--- config.mk ---
export PLATFORM = sky130hd
export DESIGN_NAME = xgmii2fifo72
export DESIGN_NICKNAME = d
export VERILOG_FILES = /design/src/rtl/xgmii2fifo72.sv
export SDC_FILE = /design/constraint.sdc
export NUM_CORES = 1
export LEC_CHECK = 0
export CAP_MARGIN = 15
export CORE_ASPECT_RATIO = 1.2
export CORE_UTILIZATION = 39
export CTS_CLUSTER_SIZE = 14
export DETAILED_ROUTE_END_ITERATION = 10
export GPL_TIMING_DRIVEN = 0
export PLACE_DENSITY = 0.95
export SLEW_MARGIN = 20
export SYNTH_ARGS = -nofsm -noshare
export SYNTH_HDL_FRONTEND = slang
export SYNTH_SLANG_ARGS = --single-unit
--- constraint.sdc ---
create_clock -name xgmii_rx_clk -period 3.9 [get_ports xgmii_rx_clk]
set_input_delay 1.17 -clock xgmii_rx_clk [delete_from_list [all_inputs] [get_ports xgmii_rx_clk]]
set_output_delay 1.17 -clock xgmii_rx_clk [all_outputs]
set_load 0.005 [all_outputs]
--- src/rtl/xgmii2fifo72.sv ---
// xgmii2fifo72 - receive-side XGMII framer feeding a 72-bit switch FIFO.
// Strips inter-frame idles, writes only frame words as {ctrl[7:0], data[63:0]},
// drops whole frames when the FIFO lacks room at frame start, and closes a
// frame with an error word when the FIFO overflows mid-frame.
//
// Ports:
//   xgmii_rx_clk  in   1  sole clock, also the FIFO write clock
//   sys_rst_n     in   1  synchronous active-low reset
//   xgmii_rxd     in  72  {rxc[7:0], rxd[63:0]}, lane k = rxd[8k+7:8k] / rxc[k]
//   din           out 72  FIFO write data, same format
//   wr_en         out  1  FIFO write strobe
//   wr_clk        out  1  copy of xgmii_rx_clk
//   full          in   1  FIFO full
//   almost_full   in   1  FIFO programmable full (room for one max frame)
//   frame_cnt     out 32  frames accepted
//   drop_cnt      out 32  frames dropped at start
//   err_cnt       out 32  frames aborted by overflow or restart
//
// Build option: define XGMII2FIFO_STATS_EN to implement the three counters;
// otherwise they are tied to zero and framing is unchanged.

module xgmii2fifo72 (
   input  logic        xgmii_rx_clk,
   input  logic        sys_rst_n,
   input  logic [71:0] xgmii_rxd,
   output logic [71:0] din,
   output logic        wr_en,
   output logic        wr_clk,
   input  logic        full,
   input  logic        almost_full,
   output logic [31:0] frame_cnt,
   output logic [31:0] drop_cnt,
   output logic [31:0] err_cnt
);

   localparam logic [71:0] IDLE_WORD = 72'hff_07070707_07070707;
   localparam logic [71:0] ERR_WORD  = 72'hff_fefefefe_fefefefe;

   typedef enum logic [1:0] {IDLE, FRAME, DROP, ABORT} state_t;

   state_t      state, state_nxt;
   logic        abort_term, abort_term_nxt;
   logic        wr_nxt;
   logic [71:0] din_nxt;
   logic        frame_inc, drop_inc, err_inc;

   logic [7:0]  ctrl_in;
   logic [63:0] data_in;
   logic [7:0]  term_lane;
   logic        start0, start4, is_start, term_any;
   logic        term_after_start, term_before_start;

   assign wr_clk  = xgmii_rx_clk;
   assign ctrl_in = xgmii_rxd[71:64];
   assign data_in = xgmii_rxd[63:0];

   always_comb begin
      term_lane = '0;
      for (int unsigned k = 0; k < 8; k++)
         term_lane[k] = ctrl_in[k] && (data_in[8*k +: 8] == 8'hFD);
   end

   assign start0   = ctrl_in[0] && (data_in[7:0]   == 8'hFB);
   assign start4   = ctrl_in[4] && (data_in[39:32] == 8'hFB);
   assign is_start = start0 || start4;
   assign term_any = |term_lane;

   // Lane-0 start wins if both lanes carry 0xFB. A terminate before a lane-4
   // start legitimately closes the previous frame in the same word.
   assign term_after_start  = start0 ? |term_lane[7:1] : |term_lane[7:5];
   assign term_before_start = !start0 && |term_lane[3:0];

   always_comb begin
      state_nxt      = state;
      abort_term_nxt = abort_term;
      wr_nxt         = 1'b0;
      din_nxt        = din;
      frame_inc      = 1'b0;
      drop_inc       = 1'b0;
      err_inc        = 1'b0;
      case (state)
         IDLE, DROP: begin
            if (is_start) begin
               if (almost_full || full) begin
                  drop_inc  = 1'b1;
                  state_nxt = term_after_start ? IDLE : DROP;
               end else begin
                  wr_nxt    = 1'b1;
                  din_nxt   = xgmii_rxd;
                  frame_inc = 1'b1;
                  state_nxt = term_after_start ? IDLE : FRAME;
               end
            end else if (state == DROP && term_any) begin
               state_nxt = IDLE;
            end
         end
         FRAME: begin
            if (full) begin
               err_inc        = 1'b1;
               abort_term_nxt = term_any;
               state_nxt      = ABORT;
            end else begin
               wr_nxt  = 1'b1;
               din_nxt = xgmii_rxd;
               if (is_start) begin
                  frame_inc = 1'b1;
                  err_inc   = !term_before_start;
                  state_nxt = term_after_start ? IDLE : FRAME;
               end else if (term_any) begin
                  state_nxt = IDLE;
               end
            end
         end
         ABORT: begin
            // Leave only after the error word is out; if the aborted frame
            // has not terminated yet, keep discarding it in DROP.
            if (!full) begin
               wr_nxt    = 1'b1;
               din_nxt   = ERR_WORD;
               state_nxt = (abort_term || term_any) ? IDLE : DROP;
            end else begin
               abort_term_nxt = abort_term || term_any;
            end
         end
         default: state_nxt = IDLE;
      endcase
   end

   always_ff @(posedge xgmii_rx_clk) begin
      if (!sys_rst_n) begin
         state      <= IDLE;
         abort_term <= 1'b0;
         wr_en      <= 1'b0;
         din        <= IDLE_WORD;
      end else begin
         state      <= state_nxt;
         abort_term <= abort_term_nxt;
         wr_en      <= wr_nxt;
         din        <= din_nxt;
      end
   end

`ifdef XGMII2FIFO_STATS_EN
   always_ff @(posedge xgmii_rx_clk) begin
      if (!sys_rst_n) begin
         frame_cnt <= '0;
         drop_cnt  <= '0;
         err_cnt   <= '0;
      end else begin
         if (frame_inc) frame_cnt <= frame_cnt + 32'd1;
         if (drop_inc)  drop_cnt  <= drop_cnt + 32'd1;
         if (err_inc)   err_cnt   <= err_cnt + 32'd1;
      end
   end
`else
   assign frame_cnt = '0;
   assign drop_cnt  = '0;
   assign err_cnt   = '0;

   logic unused_stats;
   assign unused_stats = ^{frame_inc, drop_inc, err_inc};
`endif

endmodule

### Yosys cells after proc, flatten, opt, wreduce, memory -nomap -nowiden

Index checks and enable logic that the tools add are counted.

* reduce and logical (&&, ||, !) cells: 24
* muxes and demuxes: 24
* equal/unequal tests: 21

Operator list (count)
* two-way mux 72 bit: 4
* case mux 72 bit (3 select lines): 1
* equality test 8 bit, second input constant: 10
* two-way mux 2 bit: 9
* != test 2 bit, second input constant: 6
* logical AND 1 bit: 11
* OR reduction 8 bit: 1
* two-way mux 1 bit: 7
* OR reduction 7 bit: 1
* case mux 2 bit (3 select lines): 1
* AND reduction 3 bit: 2
* equality test 2 bit, second input constant: 2
* != test 4 bit, second input constant: 1
* case mux 1 bit (2 select lines): 2
* AND reduction 4 bit: 1
* OR reduction 2 bit: 2
* logical OR 1 bit: 3
* != test 3 bit, second input constant: 1
* OR reduction 3 bit: 1
* equality test 2 x 1 -> 1 bit, second input constant: 1
* logical NOT 2 bit: 1
* nonzero test 2 bit: 1

* output and inout bits: 170
* bits of input ports: 76
* logic and storage cells: 73
* flip-flop bits (word level): 76

### Longest topological paths before layout

Gate-level depths: netlist of the first run.

* depth after elaboration: 8
* mapped depth: 8
* gate-level depth less buffers: 6

==> results.md, run 1 <==
- Result of the run: finished clean
- Endpoint with the worst hold slack: din[48]
- Leading area contributor after synthesis: dfxtp_1
- Placer congestion estimate: 0.843
- Critical path startpoint category: clock port
- Area growth from synthesis to final layout: 60.7%
- Core Area: 0.00903 mm²
- Wire length reported by the detailed router: 11500 µm
- Antenna cell count: 0
- Post-Route Setup TNS: 0 ns
- Post-DR wirelength/cell: 15.6 µm
- Number of filler instances in the final layout: 718
- DRT Pass-1 Iters: 4
- Horizontal extent of the die: ~90 µm
- # IOs: about 250
- Static leakage power: 2.59 nW
- Rel. slew slack: 56.8%
- Number of instances in the synthesized netlist: 358
- Overall overflow remaining after global route: 0
- Kind of capture point of the worst setup path: output pin
- Most frequent cell after synthesis: buf_4
- Syn avg cell area: 10.1 µm²
- RSZ-0062 raised after global routing: no
- Share of the synthesized area in the top cell type: 42.0%
- R2R cell count: 7
- Initial standard-cell utilization of the core: 40.1%
- Required time of the critical path: between 2 and 3 ns
- CTS tree: done
- Maximum ir drop on the vdd rail: 0.000198 V
- Net count, final: 692
- Worst reg-to-reg setup slack: 2.29 ns
- Number of global-route vias before repair: 3500
- Number of cells on the worst hold path: 1
- Portion of the post-synthesis area used by sequential elements: 42.0%
- Maximum net fanout on the critical path: 2
- P per Cell Area: 280 mW/mm²
- Number of remaining DRC errors: 0
- Start point of the worst min-delay path: din[48]
- Number of buffers inserted by post-CTS setup repair: 0
- Maximum capacitance violations: 0
- Critical path start-end classification: clock port to output pin
- Critical R2R Capture: state[0]
- Total via count after detailed routing: 3486
- Post-synth EDFFs: 0
- Hpwl dp: 9180 µm
- Reg-to-reg critical path startpoint: state[0]
- Distinct cell type count of the synthesized netlist: 43
- Post-synth design cell area: 0.00362 mm²
- Leading post-synthesis cells by instance count: buf_4, dfxtp_1, nand2_1, o221a_2, o22ai_1
- Number of failing hold endpoints at the final stage: 0
- Worst Clk Skew: 0.00755 ns
- Number of core rows: 38
- Detailed Route Iter0 Violations: 169
- Overall power consumption: 1.63 mW
- Total Routing Usage GR: between 20% and 30%
- Cell types occupying the most area after synthesis: dfxtp_1, buf_4, o221a_2
- Clock-pin slew reported for the worst setup and hold paths after clock tree synthesis: ~0.080 ns
- Hold slack: just under 0.5 ns
- Die ar.: 0.00967 mm²
- Dominant register cell in the synthesized netlist: dfxtp_1
- Routed Antenna Nets: 0
- Later-pin clock latency in the skew report: 0.44 ns
- Final-report max-slew violation count: 0
- Fraction of final layout cells sized beyond drive strength 1: a little over a quarter
- Worst Tran Pin Value: around 0.64 ns
- Die H: 108 µm
- Total of endpoints with negative setup slack in the final report: 0
- Maximum number of pins on one net before global-route repair: 12
- Worst path arrival time: 2.43 ns
- Path class of the lowest-slack min-delay path: flop to flop
- Global-route wire length before repair: between 15000 and 20000 µm
- Initial antenna violation count: 0
- Port Buf Inserts: between 100 and 150
- Share of flip-flops with an asynchronous set or reset after synthesis: 0%
- Synthesis-stage register bit count: 76
- Synth warnings: 0
- Vias per Instance: 4.72
==> timing repair <==
| item | CTS | global route |
|---|---|---|
| hold endpoints to repair | 0 | 0 |
| hold buffers | 0 | 0 |
| setup endpoints to repair | 0 | 1 |
| resized for setup | 0 | 1 |
==> cell type report <==
| type | count | area, µm² | area share, % |
|---|---|---|---|
| inverters | 3 | 11.3 | 0.194 |
| clock inverters | 3 | 15.0 | 0.258 |
| flip-flops and latches | 76 | 1520 | 26.2 |
| clock buffers | 15 | 195 | 3.35 |
| plain buffers | 121 | 860 | 14.8 |
| repair buffers | 148 | 1480 | 25.5 |
| multi-input cells | 253 | 1580 | 27.2 |
| well taps | 120 | 150 | 2.58 |
==> registers in the layout, summed over array words and instances, names as in the netlist <==
name,count
din,72
wr_en,1
state,2
abort_term,1
==> worst max path at each step <==
stage            startpoint      to  slack [ns]  cells after the start
6_report       xgmii_rx_clk  wr_clk        0.30                      4
4_1_cts        xgmii_rx_clk  wr_clk     0.00002                      4
5_1_grt        xgmii_rx_clk  wr_clk        0.29                      4
3_5_place_dp   xgmii_rx_clk  wr_clk        0.25                      2
3_3_place_gp   xgmii_rx_clk  wr_clk        0.25                      2
2_1_floorplan  xgmii_rx_clk  wr_clk        0.67                      1
==> power by group <==
| part | switching, mW | leakage (nW) | total (mW) | internal (mW) |
|---|---|---|---|---|
| Clock | 0.286 | 0.124 | 0.615 | 0.330 |
| Combinational | 0.0882 | 1.85 | 0.232 | 0.144 |
| Sequential | 0.00154 | 0.613 | 0.780 | 0.778 |
| Total | 0.375 | 2.59 | 1.63 | 1.25 |
==> worst max-delay path, cell delays in order <==
cell            delay, ns
clkbuf_8             0.11
clkbuf_8             0.11
buf_4                0.12
dlymetal6s2s_1       0.14
==> layout by cell type (no fill, tap or decap), types with 4 or more instances in the layout <==
cell type / netlist / routed
buf_2: 9 / 9
o221a_1: 12 / 12
o221a_2: 28 / 28
and3_1: 4 / 4
dfxtp_1: 76 / 76
conb_1: 1 / 96
a221o_1: 8 / 8
buf_4: 101 / 101
nand4_1: 7 / 7
nand2_1: 31 / 31
o22ai_1: 24 / 24
clkbuf_8: 0 / 13
clkbuf_1: 9 / 10
nor2_1: 6 / 6
clkdlybuf4s50_1: 0 / 148
==> stage by stage <==
stage	setup WS (ns)	util (%)	area, µm²	instances
2_1_floorplan	0.669	-	3980	453
3_3_place_gp	0.253	62.2	5620	722
3_5_place_dp	0.253	62.2	5620	722
4_1_cts	0.0000200	64.4	5820	739
5_1_grt	0.285	64.4	5820	739
6_report	0.301	64.4	5820	739
==> metal layers <==
layer	vias up	wire, µm	global-route usage (%)
li1	1654	-	-
met1	1620	4140	22.8
met2	187	6140	44.9
met3	25	976	8.05
met4	0	290	11.9
met5	-	0	0
==> kinds of logic (layout without fill, tap and decap cells) <==
kind of cell	count (synthesis)	after routing	share of synthesized area, %
AND/OR/NAND/NOR	69	69	10.8
flip-flops	76	76	42.0
AO/OA/AOI/OAI	88	88	23.0
buffers and inverters	124	290	24.1
other	1	96	0.104
Power figures use the tool's default switching activity.
==> run 2, diff against run 1 <==
--- a/config.mk
+++ b/config.mk
@@ -6,8 +6,10 @@
 export NUM_CORES = 1
 export LEC_CHECK = 0
 export CAP_MARGIN = 15
+export CELL_PAD_IN_SITES_DETAIL_PLACEMENT = 0
+export CELL_PAD_IN_SITES_GLOBAL_PLACEMENT = 1
 export CORE_ASPECT_RATIO = 1.2
-export CORE_UTILIZATION = 39
+export CORE_UTILIZATION = 27
 export CTS_CLUSTER_SIZE = 14
 export DETAILED_ROUTE_END_ITERATION = 10
 export GPL_TIMING_DRIVEN = 0
==> run 2 against run 1 <==
Net effect:
- utilization fell by 17 points
- largest cell class unchanged
- non-clock buffer count did not move
- worst setup slack got worse by 0.13 ns
- sequential cell count did not move
- critical path type unchanged
- clock power rose by 79%
- combinational power barely moved
- first-iteration DRC count fell by 5.9%
- final area rose by 4.4%
- clock skew rose by 0.0012 ns
- critical path depth did not move
- sequential share of layout area fell by 1.1 points
- global-route usage fell by 6.7 points
==> results.md, run 2 (same netlist as run 1, synthesis figures left out) <==
- Area growth from synthesis to final layout: 67.9%
- Maximum number of pins on one net before global-route repair: 13 (+1)
- Required time of the critical path: 2.73 ns (about the same)
- CTS tree: done
- Critical R2R Capture: din[36]
- Number of filler instances in the final layout: 1249 (+74%)
- Total via count after detailed routing: 3466 (-0.57%)
- Commonest non-fill, non-tap cell in the layout: clkdlybuf4s50_1
- Antenna cell count: 0 (unchanged)
- Number of core rows: 45 (+18%)
- # IOs: 246 (unchanged)
- Maximum ir drop on the vdd rail: 0.000180 V (-9.2%)
- Maximum capacitance violations: 0 (unchanged)
- Detailed Route Iter0 Violations: 159 (-5.9%)
- Fraction of final layout cells sized beyond drive strength 1: 27.4% (+0.073 points)
- Worst Tran Pin Value: 0.671 ns (+0.0292 ns)
- Reg-to-reg critical path startpoint: state[0]
- Overall overflow remaining after global route: 0 (unchanged)
- Hpwl dp: 9590 µm (+4.5%)
- Start point of the worst min-delay path: din[42]
- Part of the power in registers: 36.9% (-11 points)
- Worst reg-to-reg setup slack: 2.32 ns (+0.03 ns)
- Number of failing hold endpoints at the final stage: 0 (unchanged)
- Clock power frac: 52.2% (+14 points)
- Post-DR wirelength/cell: 15.3 µm (-1.9%)
- Family of cells with the greatest summed delay on the critical path: buffers and inverters
- RSZ-0062 raised after global routing: no
- Kind of capture point of the worst setup path: output pin
- Die ar.: 0.0139 mm² (+43%)
- Flip-flop count of the largest register after layout: 72 (unchanged)
- Internal Pwr Total: 1.67 mW (+34%)
- Rel. slew slack: 54.8% (-2.0 points)
- Placer congestion estimate: 0.817 (-3.1%)
- Global-route wire length before repair: 17500 µm (+0.95%)
- Largest registers in the final layout: din (72), state (2)
- Vias per Instance: 4.42 (-6.4%)
- Later-pin clock latency in the skew report: 0.44 ns (about the same)
- Result of the run: finished clean
- Port Buf Inserts: 149 (unchanged)
- Clock-pin slew reported for the worst setup and hold paths after clock tree synthesis: 0.05 ns (-0.03 ns)
- Path class of the lowest-slack min-delay path: flop to flop
- Initial standard-cell utilization of the core: 28.2% (-12 points)
- Commonest non-fill, non-tap cells in the layout: clkdlybuf4s50_1, buf_4, conb_1
- Register with the most flip-flops: din
- Cell Chain, Critical Path: clkbuf_16, clkbuf_16, buf_4, dlygate4sd2_1
- Worst path arrival time: 2.56 ns (+0.13 ns)
- CP bufs+invs: 4 (unchanged)
- Cts hold-fix bufs: 0 (unchanged)
- Maximum net fanout on the critical path: 2 (unchanged)
- Maximum cell stage delay along the critical path: 0.25 ns (+0.11 ns)
- Number of global-route vias before repair: 3399 (-2.9%)
- Number of cells on the worst hold path: 2 (+1)
- Routed Antenna Nets: 0 (unchanged)
- P per Cell Area: 348 mW/mm² (+25%)
- DRT Pass-1 Iters: 4 (unchanged)
- Die H: 129 µm (+20%)
- Endpoint with the worst hold slack: din[42]
- Static leakage power: 2.67 nW (+3.2%)
- Post-Route Setup TNS: 0 ns (unchanged)
- Cell type of the slowest stage on the worst timing path: dlygate4sd2_1
- Horizontal extent of the die: 108 µm (+20%)
- Switching power total: 0.444 mW (+18%)
- Hold slack: 0.490 ns (-0.00695 ns)
- Total Routing Usage GR: 17.0% (-6.7 points)
- Worst Clk Skew: 0.00871 ns (+0.00116 ns)
- Total of endpoints with negative setup slack in the final report: 0 (unchanged)
- Number of buffers inserted by post-CTS setup repair: 0 (unchanged)
- Critical path start-end classification: clock port to output pin
- Net switching fraction of the power: 21.0% (-2.1 points)
- Net count, final: 692 (unchanged)
- Core Area: 0.0128 mm² (+42%)
- Logic gate share of total power: 11.0% (-3.3 points)
- R2R cell count: 4 (-3)
- Most numerous cell on the critical path: clkbuf_16
- Number of remaining DRC errors: 0 (unchanged)
- Critical path startpoint category: clock port
- Initial antenna violation count: 0 (unchanged)
- Final-report max-slew violation count: 0 (unchanged)
- Wire length reported by the detailed router: 12000 µm (+4.2%)
run 2: layer usage:
| layer | vias up | share of wire [%] | track usage, % |
|---|---|---|---|
| met5 | - | 0 | 0 |
| met4 | 0 | 2.1 | 7.25 |
| met3 | 19 | 7.9 | 4.76 |
| met2 | 176 | 52 | 31.4 |
| met1 | 1612 | 38 | 17.9 |
| li1 | 1659 | - | - |
run 2: worst max path at each step:
| stage | startpoint | to | cells after the start |
|---|---|---|---|
| final | xgmii_rx_clk | wr_clk | 4 |
| after global routing | xgmii_rx_clk | wr_clk | 4 |
| after CTS | xgmii_rx_clk | wr_clk | 4 |
| after detailed placement | xgmii_rx_clk | wr_clk | 2 |
| after global placement | xgmii_rx_clk | wr_clk | 2 |
| after floorplan | xgmii_rx_clk | wr_clk | 1 |
run 2: layout make-up:
class,instances,area [µm²],area share (%)
buffer,121,860,14.1
clock buffer,17,344,5.66
clock inverter,3,68.8,1.13
inverter,3,11.3,0.185
multi-input combinational,253,1580,26.1
sequential,76,1520,25.0
tap,164,205,3.38
timing repair buffer,148,1480,24.4
run 2: tightest hold or removal path, stage by stage (launching register included):
cell and delay (ns):
dfxtp_1 0.32, o22ai_1 0.08, nand2_1 0.06
run 2: stage by stage:
stage                     worst slack [ns]  total power, mW  cell area [µm²]  util (%)  instances
final                                0.170             2.12             6080      47.3        785
after global routing                 0.155             2.19             6080      47.3        785
after CTS                            0.165             2.13             6080      47.3        785
after detailed placement             0.253             1.06             5670      44.2        766
after global placement               0.253             1.06             5670      44.2        766
after floorplan                      0.669            0.932             3980         -        453
run 2: power groups by stage:
stage	Clock, mW	Combinational [mW]	Sequential [mW]
after global routing	1.16	0.251	0.780
final	1.10	0.232	0.781
after global placement	0.0358	0.226	0.798
after floorplan	0.0166	0.117	0.798
after CTS	1.12	0.228	0.780
after detailed placement	0.0358	0.228	0.798
run 2: what timing repair did:
action                                  4_1_cts  5_1_grt
endpoints found under the hold margin         0        0
resized for setup                             1        0
endpoints found under the setup margin        1        0
==> run 3, diff against run 2 <==
--- a/config.mk
+++ b/config.mk
@@ -9,6 +9,7 @@
 export CELL_PAD_IN_SITES_DETAIL_PLACEMENT = 0
 export CELL_PAD_IN_SITES_GLOBAL_PLACEMENT = 1
 export CORE_ASPECT_RATIO = 1.2
+export CORE_MARGIN = 2
 export CORE_UTILIZATION = 27
 export CTS_CLUSTER_SIZE = 14
 export DETAILED_ROUTE_END_ITERATION = 10
==> run 3 against run 2 <==
Net effect:
- worst hold slack is essentially flat
- worst setup slack worse by 0.015 ns
- power down 3.8%
- largest power group unchanged
- combinational power barely moved
- via count up 1.6%
- highest routed layer unchanged
==> results.md, run 3 (same netlist as run 1, synthesis figures left out) <==
- Endpoint with the worst hold slack: din[65]
- Kind of capture point of the worst setup path: output pin
- Core Area: 0.0132 mm² (+2.7%)
- Commonest non-fill, non-tap cells in the layout: clkdlybuf4s50_1, buf_4, conb_1
- CTS tree: done
- Number of core rows: 46 (+2.2%)
- Total Routing Usage GR: 16.5% (-0.53 points)
- Rel. slew slack: 59.0% (+4.1 points)
- Worst Tran Pin Value: 0.614 ns (-0.0575 ns)
- Worst path arrival time: 2.57 ns (about the same)
- Largest registers in the final layout: din (72), state (2)
- Number of remaining DRC errors: 0 (unchanged)
- Required time of the critical path: 2.73 ns (about the same)
- Result of the run: finished clean
- Later-pin clock latency in the skew report: 0.45 ns (about the same)
- Critical path start-end classification: clock port to output pin
- Final-report max-slew violation count: 0 (unchanged)
- Horizontal extent of the die: 110 µm (+1.9%)
- Initial standard-cell utilization of the core: 27.5% (-0.73 points)
- Worst Clk Skew: 0.00452 ns (-0.00418 ns)
- Number of buffers inserted by post-CTS setup repair: 0 (unchanged)
- Hpwl dp: 9610 µm (+0.21%)
- Placer congestion estimate: 0.788 (-3.6%)
- RSZ-0062 raised after global routing: no
- Cts repair resizes: 1 (unchanged)
- Wire length reported by the detailed router: 12200 µm (+1.8%)
- Reg-to-reg critical path startpoint: state[0]
- Worst reg-to-reg setup slack: 2.27 ns (-0.05 ns)
- Post-DR wirelength/cell: 15.5 µm (+1.3%)
- Global-route wire length before repair: 17800 µm (+1.7%)
- Start point of the worst min-delay path: din[65]
- Antenna cell count: 0 (unchanged)
- Flip-flop count of the largest register after layout: 72 (unchanged)
- Static leakage power: 2.66 nW (-0.38%)
- Maximum number of pins on one net before global-route repair: 15 (+2)
- R2R cell count: 5 (+1)
- Critical R2R Capture: din[9]
- Number of failing hold endpoints at the final stage: 0 (unchanged)
- Overall overflow remaining after global route: 0 (unchanged)
- Critical path startpoint category: clock port
- # IOs: 246 (unchanged)
- Die ar.: 0.0144 mm² (+3.4%)
- Register with the most flip-flops: din
- Maximum net fanout on the critical path: 2 (unchanged)
- Number of cells on the worst hold path: 2 (unchanged)
- Net count, final: 692 (unchanged)
- Path class of the lowest-slack min-delay path: flop to flop
- Maximum ir drop on the vdd rail: 0.000211 V (+17%)
- Port Buf Inserts: 149 (unchanged)
- Number of filler instances in the final layout: 1259 (+0.80%)
- Routed Antenna Nets: 0 (unchanged)
- Number of global-route vias before repair: 3474 (+2.2%)
- Post-layout util: 45.9% (-1.4 points)
- Vias per Instance: 4.46 (+1.1%)
- Initial antenna violation count: 0 (unchanged)
- Clock-pin slew reported for the worst setup and hold paths after clock tree synthesis: 0.06 ns (about the same)
- Die H: 131 µm (+1.6%)
- Cts hold-fix bufs: 0 (unchanged)
- Fraction of final layout cells sized beyond drive strength 1: 27.7% (+0.32 points)
- Area growth from synthesis to final layout: 67.2%
- Total of endpoints with negative setup slack in the final report: 0 (unchanged)
- DRT Pass-1 Iters: 5 (+1)
- Detailed Route Iter0 Violations: 150 (-5.7%)
- Post-Route Setup TNS: 0 ns (unchanged)
- Commonest non-fill, non-tap cell in the layout: clkdlybuf4s50_1
- Total via count after detailed routing: 3522 (+1.6%)
- Maximum capacitance violations: 0 (unchanged)
- P per Cell Area: 337 mW/mm² (-3.4%)
[run 3: cell types whose count changed in the layout (fill, tap and decap cells not counted)]
| cell | delta |
|---|---|
| clkinv_4 | +2 |
| clkbuf_1 | -2 |
| clkbuf_8 | -2 |
| clkinv_2 | +2 |
| inv_6 | +1 |
| bufinv_16 | -1 |
[run 3: cell type report]
class                   count  area [µm²]  share of cell area (%)
inverters                   3        11.3                   0.186
flip-flops and latches     76        1520                    25.1
plain buffers             121         860                    14.2
well taps                 168         210                    3.47
clock inverters             7        75.1                    1.24
clock buffers              13         309                    5.11
repair buffers            148        1480                    24.5
multi-input cells         253        1580                    26.2
[run 3: worst max-delay path by stage]
stage,from,endpoint,slack (ns),cells past startpoint
floorplan,xgmii_rx_clk,wr_clk,0.67,1
global placement,xgmii_rx_clk,wr_clk,0.25,2
detailed placement,xgmii_rx_clk,wr_clk,0.25,2
CTS,xgmii_rx_clk,wr_clk,0.15,4
global route,xgmii_rx_clk,wr_clk,0.15,4
finish,xgmii_rx_clk,wr_clk,0.16,4
[run 3: metal layers]
layer  wire length (µm)  global-route usage (%)
met1               4870                    18.1
met2               6320                    29.9
met5                  0                       0
met4                178                    6.40
met3                884                    4.61
[run 3: power breakdown]
group	switching, mW	internal [mW]
clock network	0.372	0.652
logic	0.0886	0.144
registers	0.00153	0.779
[run 3: worst max-delay path, cell delays in order]
cell and delay [ns]:
clkbuf_16 0.12, clkbuf_16 0.13, buf_4 0.12, dlygate4sd2_1 0.26
[run 3: per-stage QoR]
| step | setup slack, ns | power [mW] | cell area [µm²] | hold WS (ns) | instances |
|---|---|---|---|---|---|
| global route | 0.150 | 2.11 | 6050 | 0.517 | 789 |
| global placement | 0.253 | 1.06 | 5680 | 0.472 | 770 |
| floorplan | 0.669 | 0.932 | 3980 | 0.482 | 453 |
| detailed placement | 0.253 | 1.06 | 5680 | 0.478 | 770 |
| CTS | 0.149 | 2.06 | 6050 | 0.490 | 789 |
| finish | 0.156 | 2.04 | 6050 | 0.490 | 789 |
